$ cat src/rtl/pc_gen_pkg.sv
// rtl/pc_gen_pkg.sv - shared types and redirect ranking for the IF-stage PC generator
//
// Contents:
//   pc_state_e : fetch FSM states (BOOT, RUN, PEND)
//   pc_src_e   : next-PC source tags, lowest to highest select priority
//   src_rank   : rank used to decide whether a new redirect may overwrite the pending slot
package pc_gen_pkg;

    typedef enum logic [1:0] {
        BOOT = 2'd0,
        RUN  = 2'd1,
        PEND = 2'd2
    } pc_state_e;

    typedef enum logic [2:0] {
        SRC_SEQ  = 3'd0,
        SRC_ID   = 3'd1,
        SRC_PEND = 3'd2,
        SRC_EX   = 3'd3,
        SRC_TRAP = 3'd4
    } pc_src_e;

    // Only ID/EX/TRAP ever sit in the pending slot. SRC_PEND never gets a rank of
    // its own because the slot remembers the original source of its redirect.
    function automatic logic [1:0] src_rank(input pc_src_e src);
        logic [1:0] rank;
        case (src)
            SRC_TRAP: rank = 2'd3;
            SRC_EX:   rank = 2'd2;
            SRC_ID:   rank = 2'd1;
            default:  rank = 2'd0;
        endcase
        return rank;
    endfunction

endpackage

$ cat src/rtl/pc_gen_unit_if.sv
// rtl/pc_gen_unit_if.sv - instruction-memory fetch request bus driven by the PC generator
//
// Signals:
//   imem_req_valid : fetch request valid (PC generator -> imem)
//   imem_req_ready : imem accepts the request (imem -> PC generator)
//   pc_if          : current fetch PC
//   pc_plus_if     : pc_if + ILEN_B, for link-address computation downstream
// Modports: master = PC generator side, slave = instruction memory side.
interface pc_gen_unit_if #(
    parameter int XLEN = 64
);
    logic            imem_req_valid;
    logic            imem_req_ready;
    logic [XLEN-1:0] pc_if;
    logic [XLEN-1:0] pc_plus_if;

    modport master (
        output imem_req_valid,
        output pc_if,
        output pc_plus_if,
        input  imem_req_ready
    );

    modport slave (
        input  imem_req_valid,
        input  pc_if,
        input  pc_plus_if,
        output imem_req_ready
    );
endinterface

$ cat src/rtl/pc_redirect_arb.sv
// rtl/pc_redirect_arb.sv - combinational next-PC source priority select
//
// Ports:
//   trap_valid/trap_target : CSR trap/xret redirect (tied off by the top when traps are disabled)
//   ex_valid/ex_target     : EX-stage redirect
//   pend_valid/pend_src/pend_target : latched redirect waiting for fetch to advance
//   id_valid/id_target     : ID-stage early jump
//   seq_target             : pc_if + ILEN_B
//   sel_src/sel_target     : winning source and raw (unaligned) target if fetch advances now
//   new_valid/new_src/new_target : highest-priority redirect arriving this cycle
//   new_ge_pend            : the arriving redirect may be written into the pending slot
module pc_redirect_arb
    import pc_gen_pkg::*;
#(
    parameter int XLEN = 64
) (
    input  logic            trap_valid,
    input  logic [XLEN-1:0] trap_target,
    input  logic            ex_valid,
    input  logic [XLEN-1:0] ex_target,
    input  logic            pend_valid,
    input  pc_src_e         pend_src,
    input  logic [XLEN-1:0] pend_target,
    input  logic            id_valid,
    input  logic [XLEN-1:0] id_target,
    input  logic [XLEN-1:0] seq_target,
    output pc_src_e         sel_src,
    output logic [XLEN-1:0] sel_target,
    output logic            new_valid,
    output pc_src_e         new_src,
    output logic [XLEN-1:0] new_target,
    output logic            new_ge_pend
);

    // Select used when fetch advances: trap > ex > pending > id > sequential.
    always_comb begin
        sel_src    = SRC_SEQ;
        sel_target = seq_target;
        if (trap_valid) begin
            sel_src    = SRC_TRAP;
            sel_target = trap_target;
        end else if (ex_valid) begin
            sel_src    = SRC_EX;
            sel_target = ex_target;
        end else if (pend_valid) begin
            sel_src    = SRC_PEND;
            sel_target = pend_target;
        end else if (id_valid) begin
            sel_src    = SRC_ID;
            sel_target = id_target;
        end
    end

    // Best of the redirects arriving this cycle, ignoring the slot itself.
    always_comb begin
        new_src    = SRC_SEQ;
        new_target = id_target;
        if (trap_valid) begin
            new_src    = SRC_TRAP;
            new_target = trap_target;
        end else if (ex_valid) begin
            new_src    = SRC_EX;
            new_target = ex_target;
        end else if (id_valid) begin
            new_src    = SRC_ID;
            new_target = id_target;
        end
    end

    assign new_valid = trap_valid | ex_valid | id_valid;

    // Equal rank overwrites, so a younger EX redirect replaces an older pending EX.
    assign new_ge_pend = new_valid &
                         (~pend_valid | (src_rank(new_src) >= src_rank(pend_src)));

endmodule

$ cat src/rtl/pc_gen_unit.sv
// rtl/pc_gen_unit.sv - registered next-PC generator for the IF stage
//
// Optional feature macro: PC_TRAP_REDIRECT_EN (adds trap_valid/trap_target, top priority).
//
// Ports:
//   clk, rstn          : clock, asynchronous active-low reset
//   stall_if           : hazard hold, PC must not advance
//   id_redir_valid/_target : ID-stage jump
//   ex_redir_valid/_target : EX-stage branch/jalr/mispredict redirect
//   trap_valid/_target : CSR trap/xret redirect (PC_TRAP_REDIRECT_EN only)
//   imem               : fetch request bus (imem_req_valid/ready, pc_if, pc_plus_if)
//   flush_if_id        : squash the IF/ID instruction (trap or EX redirect, not in BOOT)
//   misalign_err       : one-cycle pulse after an applied target had non-zero low bits
//   redir_cnt          : saturating count of applied redirects
module pc_gen_unit
    import pc_gen_pkg::*;
#(
    parameter int              XLEN      = 64,
    parameter logic [XLEN-1:0] RESET_VEC = '0,
    parameter int              ILEN_B    = 4,
    parameter int              CNT_W     = 16
) (
    input  logic             clk,
    input  logic             rstn,
    input  logic             stall_if,
    input  logic             id_redir_valid,
    input  logic [XLEN-1:0]  id_redir_target,
    input  logic             ex_redir_valid,
    input  logic [XLEN-1:0]  ex_redir_target,
`ifdef PC_TRAP_REDIRECT_EN
    input  logic             trap_valid,
    input  logic [XLEN-1:0]  trap_target,
`endif
    pc_gen_unit_if.master    imem,
    output logic             flush_if_id,
    output logic             misalign_err,
    output logic [CNT_W-1:0] redir_cnt
);

    localparam int              ALIGN_W    = $clog2(ILEN_B);
    localparam logic [XLEN-1:0] STEP       = XLEN'(ILEN_B);
    localparam logic [XLEN-1:0] ALIGN_MASK = ~(XLEN'(ILEN_B - 1));
    localparam logic [CNT_W-1:0] CNT_ONE   = CNT_W'(1);
    localparam logic [CNT_W-1:0] CNT_MAX   = '1;

    pc_state_e       state_q, state_d;
    logic [XLEN-1:0] pc_q;
    logic            pend_valid;
    pc_src_e         pend_src;
    logic [XLEN-1:0] pend_target;

    logic            trap_v;
    logic [XLEN-1:0] trap_t;
    logic            req_valid;
    logic            advance;

    pc_src_e         sel_src;
    logic [XLEN-1:0] sel_target;
    logic            new_valid;
    pc_src_e         new_src;
    logic [XLEN-1:0] new_target;
    logic            new_ge_pend;
    logic [XLEN-1:0] seq_target;

`ifdef PC_TRAP_REDIRECT_EN
    assign trap_v = trap_valid;
    assign trap_t = trap_target;
`else
    assign trap_v = 1'b0;
    assign trap_t = '0;
`endif

    // Wraps silently from the top of the address space to zero.
    assign seq_target = pc_q + STEP;

    pc_redirect_arb #(
        .XLEN(XLEN)
    ) u_arb (
        .trap_valid  (trap_v),
        .trap_target (trap_t),
        .ex_valid    (ex_redir_valid),
        .ex_target   (ex_redir_target),
        .pend_valid  (pend_valid),
        .pend_src    (pend_src),
        .pend_target (pend_target),
        .id_valid    (id_redir_valid),
        .id_target   (id_redir_target),
        .seq_target  (seq_target),
        .sel_src     (sel_src),
        .sel_target  (sel_target),
        .new_valid   (new_valid),
        .new_src     (new_src),
        .new_target  (new_target),
        .new_ge_pend (new_ge_pend)
    );

    assign advance = (state_q != BOOT) & req_valid & imem.imem_req_ready & ~stall_if;

    // FSM state register
    always_ff @(posedge clk or negedge rstn) begin
        if (!rstn) begin
            state_q <= BOOT;
        end else begin
            state_q <= state_d;
        end
    end

    // FSM next state. PEND is entered whenever a redirect has to wait for fetch.
    always_comb begin
        state_d = state_q;
        case (state_q)
            BOOT:    state_d = (pend_valid | new_valid) ? PEND : RUN;
            RUN:     if (!advance && new_valid) state_d = PEND;
            PEND:    if (advance) state_d = RUN;
            default: state_d = BOOT;
        endcase
    end

    // FSM outputs. BOOT spends one cycle without a request so imem sees a clean PC.
    always_comb begin
        req_valid   = 1'b0;
        flush_if_id = 1'b0;
        case (state_q)
            RUN, PEND: begin
                req_valid   = 1'b1;
                flush_if_id = trap_v | ex_redir_valid;
            end
            default: begin
                req_valid   = 1'b0;
                flush_if_id = 1'b0;
            end
        endcase
    end

    assign imem.imem_req_valid = req_valid;
    assign imem.pc_if          = pc_q;
    assign imem.pc_plus_if     = seq_target;

    // PC register, pending slot, redirect counter and misalign pulse.
    always_ff @(posedge clk or negedge rstn) begin
        if (!rstn) begin
            pc_q         <= RESET_VEC;
            pend_valid   <= 1'b0;
            pend_src     <= SRC_SEQ;
            pend_target  <= '0;
            redir_cnt    <= '0;
            misalign_err <= 1'b0;
        end else begin
            misalign_err <= 1'b0;
            if (advance) begin
                pc_q       <= sel_target & ALIGN_MASK;
                // Any advance out of PEND consumes or supersedes the slot.
                pend_valid <= 1'b0;
                if (sel_src != SRC_SEQ) begin
                    if (redir_cnt != CNT_MAX) begin
                        redir_cnt <= redir_cnt + CNT_ONE;
                    end
                    misalign_err <= |sel_target[ALIGN_W-1:0];
                end
            end else if (new_ge_pend) begin
                pend_valid  <= 1'b1;
                pend_src    <= new_src;
                pend_target <= new_target;
            end
        end
    end

endmodule

$ cat src/flat_wrapper.sv
// flat-port wrapper written by rule: the top's interface ports become plain ports
module pc_gen_unit_flat import pc_gen_pkg::*;
#(
    parameter int              XLEN      = 64,
    parameter logic [XLEN-1:0] RESET_VEC = '0,
    parameter int              ILEN_B    = 4,
    parameter int              CNT_W     = 16
)
  (clk, rstn, stall_if, id_redir_valid, id_redir_target, ex_redir_valid, ex_redir_target, flush_if_id, misalign_err, redir_cnt, imem_imem_req_valid, imem_pc_if, imem_pc_plus_if, imem_imem_req_ready);
  pc_gen_unit_if #(.XLEN(XLEN)) imem_i ();
  input  logic clk;
  input  logic rstn;
  input  logic stall_if;
  input  logic id_redir_valid;
  input  logic [XLEN-1:0] id_redir_target;
  input  logic ex_redir_valid;
  input  logic [XLEN-1:0] ex_redir_target;
  output logic flush_if_id;
  output logic misalign_err;
  output logic [CNT_W-1:0] redir_cnt;
  output wire logic [$bits(imem_i.imem_req_valid)-1:0] imem_imem_req_valid;
  output wire logic [$bits(imem_i.pc_if)-1:0] imem_pc_if;
  output wire logic [$bits(imem_i.pc_plus_if)-1:0] imem_pc_plus_if;
  input wire logic [$bits(imem_i.imem_req_ready)-1:0] imem_imem_req_ready;
  assign imem_imem_req_valid = imem_i.imem_req_valid;
  assign imem_pc_if = imem_i.pc_if;
  assign imem_pc_plus_if = imem_i.pc_plus_if;
  assign imem_i.imem_req_ready = imem_imem_req_ready;
  pc_gen_unit #(.XLEN(XLEN), .RESET_VEC(RESET_VEC), .ILEN_B(ILEN_B), .CNT_W(CNT_W)) u_core (.clk(clk), .rstn(rstn), .stall_if(stall_if), .id_redir_valid(id_redir_valid), .id_redir_target(id_redir_target), .ex_redir_valid(ex_redir_valid), .ex_redir_target(ex_redir_target), .imem(imem_i), .flush_if_id(flush_if_id), .misalign_err(misalign_err), .redir_cnt(redir_cnt));
endmodule
$ cat config.mk
export PLATFORM = sky130hd
export DESIGN_NAME = pc_gen_unit_flat
export DESIGN_NICKNAME = d
export VERILOG_FILES = /design/src/rtl/pc_gen_pkg.sv /design/src/rtl/pc_gen_unit_if.sv /design/src/rtl/pc_redirect_arb.sv /design/src/rtl/pc_gen_unit.sv /design/src/flat_wrapper.sv
export SDC_FILE = /design/constraint.sdc
export NUM_CORES = 1
export LEC_CHECK = 0
export ABC_AREA = 0
export ABC_CLOCK_PERIOD_IN_PS = 2270
export CELL_PAD_IN_SITES_DETAIL_PLACEMENT = 0
export CELL_PAD_IN_SITES_GLOBAL_PLACEMENT = 2
export CORE_MARGIN = 2
export CORE_UTILIZATION = 30
export DETAILED_ROUTE_END_ITERATION = 10
export DONT_BUFFER_PORTS = 1
export PLACE_DENSITY_LB_ADDON = 0.25
export SYNTH_ARGS = -nofsm -noshare
export SYNTH_HDL_FRONTEND = slang
export SYNTH_SLANG_ARGS = --single-unit
$ cat constraint.sdc
create_clock -name clk -period 2.27 [get_ports clk]
set_clock_uncertainty 0.1 [all_clocks]
set_input_delay 0.227 -clock clk [delete_from_list [all_inputs] [get_ports clk]]
set_output_delay 0.227 -clock clk [all_outputs]
set_load 0.02 [all_outputs]
[Word-level counts from Yosys, hierarchy flattened]
Index checks and enable logic that the tools add are counted.
Word-level totals
  register bits: 149
  bits of input ports: 134
  output and inout port bits: 147
  word-level logic and storage cells: 62
Operators by class
  add/sub/neg operators: 2
  $lt $le $gt $ge: 1
  eq/ne operators: 11
  mux-type cells: 20
  bitwise logic cells: 10
  reductions and logical operators: 11
Operator list (count)
  $mux W64: 4
  $add A64 B3 Y64 const B: 1
  $pmux W2 S3: 3
  $add A16 B1 Y16 const B: 1
  $ne A16 B16 Y1 const B: 1
  $mux W2: 5
  $mux W1: 7
  $eq A3 B1 Y1 const B: 2
  $eq A3 B2 Y1 const B: 2
  $eq A3 B3 Y1 const B: 2
  $and A1 B1 Y1: 4
  $ne A2 B1 Y1 const B: 2
  $reduce_and A2 Y1: 2
  $reduce_bool A2 Y1: 2
  $reduce_or A2 Y1: 2
  $mux W3: 1
  $not A1 Y1: 3
  $or A1 B1 Y1: 3
  $reduce_and A3 Y1: 1
  $reduce_bool A3 Y1: 1
  $eq A2 B1 Y1 const B: 1
  $eq A2 B2 Y1 const B: 1
  $ge A2 B2 Y1: 1
  $logic_not A2 Y1: 1
  other kinds (2): 2

[Logic depth before layout (Yosys ltp)]
Gate-level depths: netlist of the first run.
  depth after elaboration: 10
  depth in mapped cells: 13

[Modules after synthesis]
Synthesis of the first run repeated with hierarchy kept, for this count alone.
Unflattened totals
  cells, all modules: 1155
  area, all modules: 10354.9 µm²
Modules (own cells, without submodules)
  pc_gen_unit: instances 1, cells an instance 567, area an instance 7054.3 µm², sequential area each 3728.6 µm²
  pc_redirect_arb: instances 1, cells an instance 588, area an instance 3300.7 µm², sequential area each 0.0 µm²

[Worst setup path before layout of the first run]
OpenSTA, ideal clock, no wires.
  kind: reg2out
  from: register u_core.pc_q[2], in the netlist u_core.imem.pc_if[2]
  to: output port imem_pc_plus_if[46]
  data arrival time: 2.396 ns
  required time: 1.943 ns
  path slack: -0.453 ns
  stages on the path, launching flop included: 7
  cells stage by stage: dfrtp_1 -> ha_1 -> nand3_1 -> nor2_1 -> nand4_2 -> or4_1 -> xnor2_1
Between the ends
  cells in the longest elaborated chain, start to end: 1
Ends and longest elaborated chain
  start, declared: line pc_gen_unit.sv:47  | logic [XLEN-1:0] pc_q;
  start signal, assigned: line pc_gen_unit.sv:151  | pc_q <= sel_target & ALIGN_MASK;
  $add A64 B3 Y64: line pc_gen_unit.sv:74  | assign seq_target = pc_q + STEP;
  end, declared: line flat_wrapper.sv:23  | output wire logic [$bits(imem_i.pc_plus_if)-1:0] imem_pc_plus_if;
Every way passes these cells.

[Worst setup path after layout of the first run]
  from: register u_core.pc_q[20], in the netlist u_core.imem.pc_if[20]
  to: output port imem_pc_plus_if[60]
The elaborated chain is that of the path after synthesis.

==> results by group, run 1 <==
Outcome
  • Status: complete, but fails checks
  • Failing checks: hold timing, setup timing

Floorplan
  • Die H: 183 microns
  • I/O pin count: 281
  • Die area: 33500 sq um
  • Starting Density: 0.304
  • Die X-Extent: 183 microns
  • Row cnt: 65
  • Area of the core: 31600 sq um

Detailed routing
  • Routed Antenna Nets: 0
  • Routed length per instance: 22.6 microns
  • Via count: 10900
  • DRC viols: 0
  • Routed vias/inst: 5.51
  • Initial drt markers: 680
  • Drt pass-1 iters: 5
  • Drt total wl: 44900 microns

Logic synthesis
  • Count of warnings emitted by yosys: 0
  • Post-Synthesis Cell Area: 9600 sq um
  • Cells after Synth: 1125
  • Top cell type's share of synthesized area: 0.386
  • Number of synthesized flops with an enable pin: 0
  • Synth cell types: 66
  • Primary FF master, synth: dfrtp_1
  • Number of synthesized register bits: 148
  • Avg Inst Size Synth: 8.54 sq um
  • Yosys top cell by area: dfrtp_1
  • Synth async-reset ratio: 1.00
  • Area contributors post-synth: dfrtp_1, mux2i_1, a21oi_1, nor2_1, xnor2_1
  • Register area share after synthesis: 0.386

Pwr
  • Comb pwr share: 0.605
  • Net switching power: 9.00 mW
  • Clock Power Share: 0.153
  • Switching share of total power: 0.449
  • Max VDD drop: 0.617 mV
  • Sequential fraction of design power: 0.242
  • Int Pwr: 11.0 mW
  • Pwr per Cell Area: 1210 nW/um^2
  • Leak: 7.07 nW

Worst setup path
  • Worst Path Max Fanout: 5
  • R2R Setup Slk: -210 ps
  • Worst reg2reg path depth: 8
  • WP depth: 6
  • Reg2reg end: u_core.imem.pc_if[60]$_DFFE_PN0P_
  • Crit. End Element: output pin
  • Crit-path max cell delay: 570 ps
  • CP top delay family: simple AND/OR/NAND/NOR gates
  • CP Cell Sequence: nand2_2, or4_4, nor4_4, buf_6, nor3b_4, xor2_2
  • Worst Path Arrival: 2490 ps
  • Critical path class: reg -> out
  • CP startpoint: u_core.imem.pc_if[20]$_DFFE_PN0P_
  • CP startpoint kind: register
  • Crit path max-delay cell type: or4_4
  • Worst Path Buf+Inv: 1
  • Worst r2r src: u_core.imem.pc_if[20]$_DFFE_PN0P_
  • CP required: 1940 ps
  • Crit path capture: imem_pc_plus_if[60]

Global route
  • Global-route wire length before repair: 67200 microns
  • Initial antenna violation count: 0
  • Grt ovf: 0
  • Vias in the first global route: 11000
  • Gr usage total: 0.267
  • Largest net degree at the start of global routing: 149

CTS
  • Max Root-Sink Buffers: 2
  • CTS tree: done
  • TritonCTS Buffers: 17
  • Worst-Skew Late Latency: 450 ps
  • Reg clk slew, reported paths: 70 ps
  • H-tree depth: 4
  • Clock Sinks: 148
  • Root Driver: clkbuf_16

Finish
  • Layout cell share with drive strength beyond 1: 0.361
  • Final Instance Count excl. Fillers: 1984
  • Fill count: 2931
  • Fin nets: 1710
  • Multi-input logic area: 6860 sq um
  • Register Area: 3750 sq um
  • Synth-to-Final Area Change: 72.5%
  • Post-route cell area: 16600 sq um
  • Number of antenna diodes: 0

Place
  • Pre-CTS setup slack: -161 ps
  • Routability cong.: 0.855
  • Post-placement cell count: 1706
  • I/O Buffers: 0
  • Dpl hpwl: 29500 microns
  • Placed Instance Area: 12200 sq um

STA
  • Setup TNS: -18460 ps
  • Min Hold Slack: -620 ps
  • RSZ-0062 raised after global routing: true
  • Fin. max-slew vios: 0
  • Post-route clock period utilization: 1.24
  • Worst-margin pin slew: 1150 ps
  • Fin worst setup slack: -549 ps
  • Max Clock Freq: 355 MHz
  • Max_slew headroom: 0.232
  • Final setup viols: 66
  • Minimum clock period: 2820 ps
  • Final hold violations: 149

Hold path
  • Worst min path class: in -> async

Flow run
  • Number of max-cap violations: 0
## worst min-delay path by stage
stage,start,to,cells past startpoint
after floorplan,rstn,u_core.imem.pc_if[10]$_DFFE_PN0P_,0
after global placement,rstn,u_core.pend_target[51]$_DFFE_PN0P_,0
after detailed placement,rstn,u_core.pend_target[40]$_DFFE_PN0P_,0
after CTS,rstn,u_core.pend_target[53]$_DFFE_PN0P_,0
after global routing,rstn,u_core.pend_target[41]$_DFFE_PN0P_,0
final,rstn,u_core.pend_target[40]$_DFFE_PN0P_,0
## synthesized netlist by cell type (21+ instances only)
cell type and number:
o22ai_1 21, xnor2_1 41, dfrtp_1 148, a21oi_1 111
nor2_1 123, o21ai_0 69, xor2_1 27, clkbuf_1 67
nand3_1 35, a221oi_1 24, mux2i_1 68, nand2_1 93
nand4_1 26
## flip-flops by register name (all words and copies together) (netlist names)
signal	cells
u_core.pend_target	64
u_core.redir_cnt	16
u_core.state_q	2
u_core.imem.pc_if	62
u_core.pend_valid	1
u_core.misalign_err	1
u_core.pend_src	2
## metal layers
metal	track usage	part of all wire	vias up
met3	0.0697	0.075	68
met1	0.341	0.42	5410
met5	0	0	-
met4	0.0963	0.028	0
li1	-	-	5022
met2	0.436	0.48	434
## cell type report
cell class | instances | share of cell area
multi-input cells | 877 | 0.414
repair buffers | 506 | 0.289
flip-flops and latches | 148 | 0.226
well taps | 402 | 0.0304
clock buffers | 18 | 0.0259
clock inverters | 14 | 0.0106
inverters | 19 | 0.00430
## cell usage in the layout, fill, tap and decap left out, types with 8 or more instances in the layout
cell / netlist / routed
buf_4: 4 / 232
dlygate4sd3_1: 0 / 176
nor2_1: 123 / 116
dfrtp_1: 148 / 112
a21oi_1: 111 / 105
nand2_1: 93 / 82
buf_6: 0 / 75
mux2i_1: 68 / 68
o21ai_0: 69 / 60
dfrtp_2: 0 / 36
nand4_1: 26 / 26
a221oi_1: 24 / 23
nand3_1: 35 / 21
o22ai_1: 21 / 20
xnor2_2: 0 / 18
buf_12: 0 / 18
a31oi_1: 19 / 17
clkbuf_16: 0 / 17
a221o_1: 15 / 15
nand2b_1: 14 / 14
inv_1: 17 / 13
xnor2_1: 41 / 13
nand3_4: 0 / 12
o21a_1: 12 / 12
nor4_4: 2 / 11
and3_4: 0 / 11
nor3_1: 17 / 11
or3_1: 14 / 11
xor2_2: 0 / 10
xor2_4: 0 / 10
xnor2_4: 0 / 10
o221ai_1: 13 / 10
o21ai_1: 1 / 9
and3_1: 20 / 8
## timing repair
action,in CTS,in global routing
hold buffers,176,1
hold endpoints to repair,273,149
gates resized for setup,170,116
gates cloned,0,0
setup endpoints to repair,74,149
buffers inserted,44,41
pin swaps,62,64
## kinds of logic after synthesis
family / after synthesis / synth area share
mux: 72 / 0.0756
other cells: 1 / 0.000390
simple gates: 402 / 0.212
compound gates: 324 / 0.213
flops: 148 / 0.386
xor+xnor: 68 / 0.0620
fa+ha+maj: 7 / 0.00912
buf+inv: 103 / 0.0421
## per-stage QoR
step,total power [mW],utilization
global placement,14.8,0.387
finish,20.0,0.525
CTS,19.3,0.500
floorplan,10.5,-
detailed placement,14.9,0.387
global route,21.2,0.525
## power by group through the flow
| stage | logic [mW] | registers [mW] | clock network, mW |
|---|---|---|---|
| 6_report | 12.1 | 4.84 | 3.06 |
| 5_1_grt | 13.0 | 4.98 | 3.22 |
| 4_1_cts | 11.3 | 4.80 | 3.12 |
| 3_5_place_dp | 10.1 | 4.81 | 0 |
| 3_3_place_gp | 10.0 | 4.77 | 0 |
| 2_1_floorplan | 4.79 | 5.69 | 0 |
No activity file was read; power rests on OpenSTA's default activity.
==> inputs of run 2 (changes only) <==
ABC_CLOCK_PERIOD_IN_PS = 2400   (was 2270)
clock period = 2.4 ns   (was 2.27 ns; I/O delays follow)
==> run 2 against run 1 <==
The run still ends with hold timing, setup timing left. Setup slack improved by 97 ps. Combinational power fell by 14%. Power decreased by 11%. Clock power shrank 8.2%. Largest cell class unchanged.
==> results by group, run 2 (synthesized netlist as in run 1, its figures left out) <==
CTS
  • Clock Sinks: 148
  • H-tree depth: 4
  • Root Driver: clkbuf_16
  • Reg clk slew, reported paths: 70 ps
  • Max Root-Sink Buffers: 2
  • Worst-Skew Late Latency: 460 ps
  • Hold buffers post-CTS: 180
  • CTS tree: done
  • TritonCTS Buffers: 17

Place
  • Routability cong.: 0.812
  • I/O Buffers: 0
  • Post-placement cell count: 1660
  • Dpl hpwl: 28900 microns
  • Pre-CTS setup slack: -49.2 ps

Detailed routing
  • Drt total wl: 44300 microns
  • Routed Antenna Nets: 0
  • Initial drt markers: 791
  • DRC viols: 0
  • Drt pass-1 iters: 5
  • Routed vias/inst: 5.54
  • Via count: 10700
  • Routed length per instance: 22.9 microns

Global route
  • Global-route wire length before repair: 66600 microns
  • Vias in the first global route: 10800
  • Initial antenna violation count: 1
  • Largest net degree at the start of global routing: 149
  • Grt ovf: 0
  • Gr usage total: 0.263

Finish
  • Layout cell share with drive strength beyond 1: 0.311
  • Synth-to-Final Area Change: 62.6%
  • Multi-input logic area: 6580 sq um
  • Max reg flops: 64
  • Largest Register: u_core.pend_target
  • Commonest cells after routing, fill and taps aside: buf_4, dlygate4sd3_1, dfrtp_1
  • Commonest non-fill, non-tap cell in the layout: buf_4
  • Final Instance Count excl. Fillers: 1932
  • Util after Layout: 0.495
  • Register Area: 3740 sq um
  • Fin nets: 1657
  • Fill count: 2983

Worst setup path
  • Critical path class: reg -> out
  • Worst reg2reg path depth: 9
  • Crit-path max cell delay: 570 ps
  • CP required: 2060 ps
  • Worst Path Max Fanout: 4
  • Reg2reg end: u_core.imem.pc_if[60]$_DFFE_PN0P_
  • Crit path capture: imem_pc_plus_if[60]
  • CP startpoint kind: register
  • CP startpoint: u_core.imem.pc_if[16]$_DFFE_PN0P_
  • CP Cell Sequence: nand3_4, or4_4, nor4_4, buf_6, nor3b_4, xor2_2
  • Crit path max-delay cell type: or4_4
  • Crit. End Element: output pin
  • Worst Path Arrival: 2510 ps
  • R2R Setup Slk: -230 ps
  • Worst r2r src: u_core.imem.pc_if[16]$_DFFE_PN0P_

STA
  • Final hold violations: 149
  • Max_slew headroom: 0.262
  • RSZ-0062 raised after global routing: true
  • Minimum clock period: 2850 ps
  • Post-route clock period utilization: 1.19
  • Max Clock Freq: 351 MHz
  • Fin worst setup slack: -451 ps
  • Min Hold Slack: -616 ps
  • Final setup viols: 50
  • Worst-margin pin slew: 1100 ps
  • Fin. max-slew vios: 0
  • Setup TNS: -11410 ps

Pwr
  • Pwr per Cell Area: 1140 nW/um^2
  • Leak: 6.61 nW
  • Max VDD drop: 0.752 mV

Floorplan
  • Row cnt: 65
  • Starting Density: 0.304
  • Area of the core: 31600 sq um
  • Die area: 33500 sq um
  • I/O pin count: 281
  • Die H: 183 microns
  • Die X-Extent: 183 microns

Flow run
  • Number of max-cap violations: 0

Outcome
  • Status: complete, but fails checks
  • Failing checks: hold timing, setup timing

Hold path
  • Worst min path class: in -> async
==> run 2: worst min path at each step <==
stage                                                    end  cells past startpoint
after CTS                 u_core.pend_target[53]$_DFFE_PN0P_                      0
after floorplan            u_core.imem.pc_if[10]$_DFFE_PN0P_                      0
final                      u_core.imem.pc_if[61]$_DFFE_PN0P_                      0
after detailed placement  u_core.pend_target[51]$_DFFE_PN0P_                      0
after global routing       u_core.imem.pc_if[51]$_DFFE_PN0P_                      0
after global placement    u_core.pend_target[45]$_DFFE_PN0P_                      0
==> run 2: repair_timing <==
action,CTS,global route
setup endpoints to repair,56,105
buffers inserted,41,22
gates resized for setup,144,65
pin swaps,54,52
endpoints found under the hold margin,272,148
cloned,0,0
==> run 2: final cells by class <==
| class | count | area share |
|---|---|---|
| multi-input cells | 877 | 0.421 |
| repair buffers | 453 | 0.265 |
| flip-flops and latches | 148 | 0.239 |
| well taps | 402 | 0.0322 |
| clock buffers | 21 | 0.0295 |
| clock inverters | 11 | 0.00817 |
| inverters | 19 | 0.00457 |
| diodes | 1 | 0.000160 |
==> run 2: layer usage <==
layer | global-route usage | wire length (microns) | vias to the layer above | part of all wire
met2 | 0.430 | 21100 | 413 | 0.48
met5 | 0 | 0 | - | 0
li1 | - | - | 4925 | -
met3 | 0.0693 | 3450 | 64 | 0.078
met4 | 0.0906 | 1170 | 0 | 0.026
met1 | 0.338 | 18600 | 5298 | 0.42
==> run 2: worst max-delay path: cells and delay by family (launching register included) <==
kind / cells / cell delay [ps]
XOR/XNOR: 1 / 290
flip-flops: 1 / 410
AND/OR/NAND/NOR: 4 / 1200
buffers and inverters: 1 / 170
==> run 2: power breakdown <==
group / total, mW / switching [mW] / internal, mW
Clock: 2.81 / 1.22 / 1.59
Sequential: 4.56 / 0.890 / 3.67
Combinational: 10.4 / 6.04 / 4.35
==> run 2: stage by stage <==
step           power [mW]  area, sq um
2_1_floorplan        9.80         9810
3_3_place_gp         13.3        11700
3_5_place_dp         13.3        11700
4_1_cts              17.3        15100
5_1_grt              18.8        15600
6_report             17.8        15600
==> inputs of run 3 (changes only) <==
CORE_ASPECT_RATIO = 1.5   (was default)
==> run 3 against run 2 <==
The run still ends with hold timing, setup timing left. Flip-flop and latch count unchanged. Highest routed layer unchanged. Sequential power about the same. Via count up 1.1%. Clock power up 12%. Combinational power about the same. Critical endpoint unchanged. Sequential share of layout area down 0.48 points. Global-route usage up 1.3 points. Count of clock-buffer cells in the layout down 1. Die area about the same. Worst hold slack worse by 15 ps.
==> results by group, run 3 (synthesized netlist as in run 1, its figures left out) <==
Outcome
  • Status: complete, but fails checks
  • Failing checks: hold timing, setup timing

CTS
  • CTS tree: done
  • Max Root-Sink Buffers: 2
  • Root Driver: clkbuf_16
  • TritonCTS Buffers: 17
  • Reg clk slew, reported paths: 70 ps
  • Clock Sinks: 148
  • H-tree depth: 4
  • Worst-Skew Late Latency: 460 ps

Detailed routing
  • Drt total wl: 47300 microns
  • Routed vias/inst: 5.58
  • Via count: 10800
  • Initial drt markers: 723
  • DRC viols: 0
  • Drt pass-1 iters: 5
  • Routed Antenna Nets: 0
  • Routed length per instance: 24.4 microns

STA
  • Post-route clock period utilization: 1.21
  • Final setup viols: 54
  • Fin. max-slew vios: 0
  • Worst-margin pin slew: 1230 ps
  • RSZ-0062 raised after global routing: true
  • Minimum clock period: 2910 ps
  • Max_slew headroom: 0.175
  • Max Clock Freq: 343 MHz
  • Min Hold Slack: -631 ps
  • Final hold violations: 148
  • Fin worst setup slack: -513 ps

Finish
  • Commonest cells after routing, fill and taps aside: buf_4, dlygate4sd3_1, dfrtp_1
  • Number of antenna diodes: 0
  • Largest Register: u_core.pend_target
  • Layout cell share with drive strength beyond 1: 0.314
  • Final Instance Count excl. Fillers: 1939
  • Fin nets: 1657
  • Max reg flops: 64
  • Synth-to-Final Area Change: 65.9%
  • Commonest non-fill, non-tap cell in the layout: buf_4
  • Util after Layout: 0.504

Hold path
  • Worst min path class: in -> async

Worst setup path
  • CP Cell Sequence: nand4_4, or4_4, nor4_4, buf_6, nor3b_4, xor2_2, buf_6
  • CP most frequent cell: buf_6
  • Worst Path Arrival: 2570 ps
  • Critical path class: reg -> out
  • Reg2reg end: u_core.imem.pc_if[60]$_DFFE_PN0P_
  • CP required: 2060 ps
  • Worst Path Max Fanout: 5
  • Crit-path max cell delay: 610 ps
  • R2R Setup Slk: -170 ps
  • CP startpoint kind: register
  • Worst reg2reg path depth: 8
  • Crit path max-delay cell type: or4_4
  • Crit. End Element: output pin
  • Worst r2r src: u_core.imem.pc_if[12]$_DFFE_PN0P_

Floorplan
  • Area of the core: 31600 sq um
  • Die area: 33500 sq um
  • Starting Density: 0.304
  • Die H: 223 microns
  • I/O pin count: 281
  • Row cnt: 80
  • Die X-Extent: 150 microns

Global route
  • Grt ovf: 0
  • Global-route wire length before repair: 68800 microns
  • Gr usage total: 0.277
  • Vias in the first global route: 11200
  • Initial antenna violation count: 0
  • Largest net degree at the start of global routing: 149

Pwr
  • Max VDD drop: 0.579 mV
  • Pwr per Cell Area: 1160 nW/um^2
  • Leak: 6.70 nW

Place
  • Routability cong.: 0.834
  • Dpl hpwl: 31200 microns
  • Pre-CTS setup slack: -161 ps
  • I/O Buffers: 0
  • Post-placement cell count: 1676

Flow run
  • Number of max-cap violations: 0
[run 3: worst max-delay path by stage]
stage / start / end / slack [ps] / depth (start not counted)
after floorplan: u_core.imem.pc_if[28]$_DFFE_PN0P_ / imem_pc_plus_if[60] / -130 / 6
after global placement: u_core.imem.pc_if[28]$_DFFE_PN0P_ / u_core.imem.pc_if[61]$_DFFE_PN0P_ / -80 / 8
after detailed placement: u_core.imem.pc_if[23]$_DFFE_PN0P_ / imem_pc_plus_if[41] / -160 / 8
after CTS: u_core.imem.pc_if[23]$_DFFE_PN0P_ / imem_pc_plus_if[60] / -520 / 7
after global routing: u_core.imem.pc_if[13]$_DFFE_PN0P_ / imem_pc_plus_if[60] / -600 / 7
final: u_core.imem.pc_if[12]$_DFFE_PN0P_ / imem_pc_plus_if[60] / -510 / 7
[run 3: critical path: cells and delay by family (launching register included)]
kind / cells / cell delay (ps)
flops: 1 / 390
simple gates: 4 / 1230
buf+inv: 2 / 310
xor+xnor: 1 / 170
[run 3: per-stage QoR]
step | total power, mW | hold slack, ps | area [sq um] | TNS [ps]
final | 18.4 | -631 | 15900 | -12590
after global routing | 19.4 | -637 | 15900 | -17280
after CTS | 17.8 | -645 | 15300 | -14180
after detailed placement | 13.7 | -151 | 11800 | -1650
after global placement | 13.6 | -149 | 11800 | -604
after floorplan | 9.80 | -156 | 9810 | -511
[run 3: cell type report]
class	count	area [sq um]
clock buffer	20	467
clock inverter	12	200
fill	2989	15700
inverter	19	71.3
multi-input combinational	877	6670
sequential	148	3740
tap	410	513
timing repair buffer	453	4280
[run 3: repair_timing]
item | 4_1_cts | 5_1_grt
pin swaps | 50 | 52
setup endpoints to repair | 68 | 116
buffers inserted | 30 | 25
hold endpoints to repair | 272 | 149
gates resized for setup | 145 | 89
hold buffers | 179 | 1
gates cloned | 0 | 1
[run 3: power breakdown]
group / switching (mW) / internal, mW
clock: 1.22 / 1.93
combinational: 6.21 / 4.51
sequential: 0.876 / 3.67
[run 3: per-layer routing]
layer,track usage,vias to the layer above,wire length [microns]
li1,-,4915,-
met1,0.316,5367,18000
met2,0.495,449,24700
met3,0.0585,92,3040
met4,0.114,0,1650
met5,0,-,0
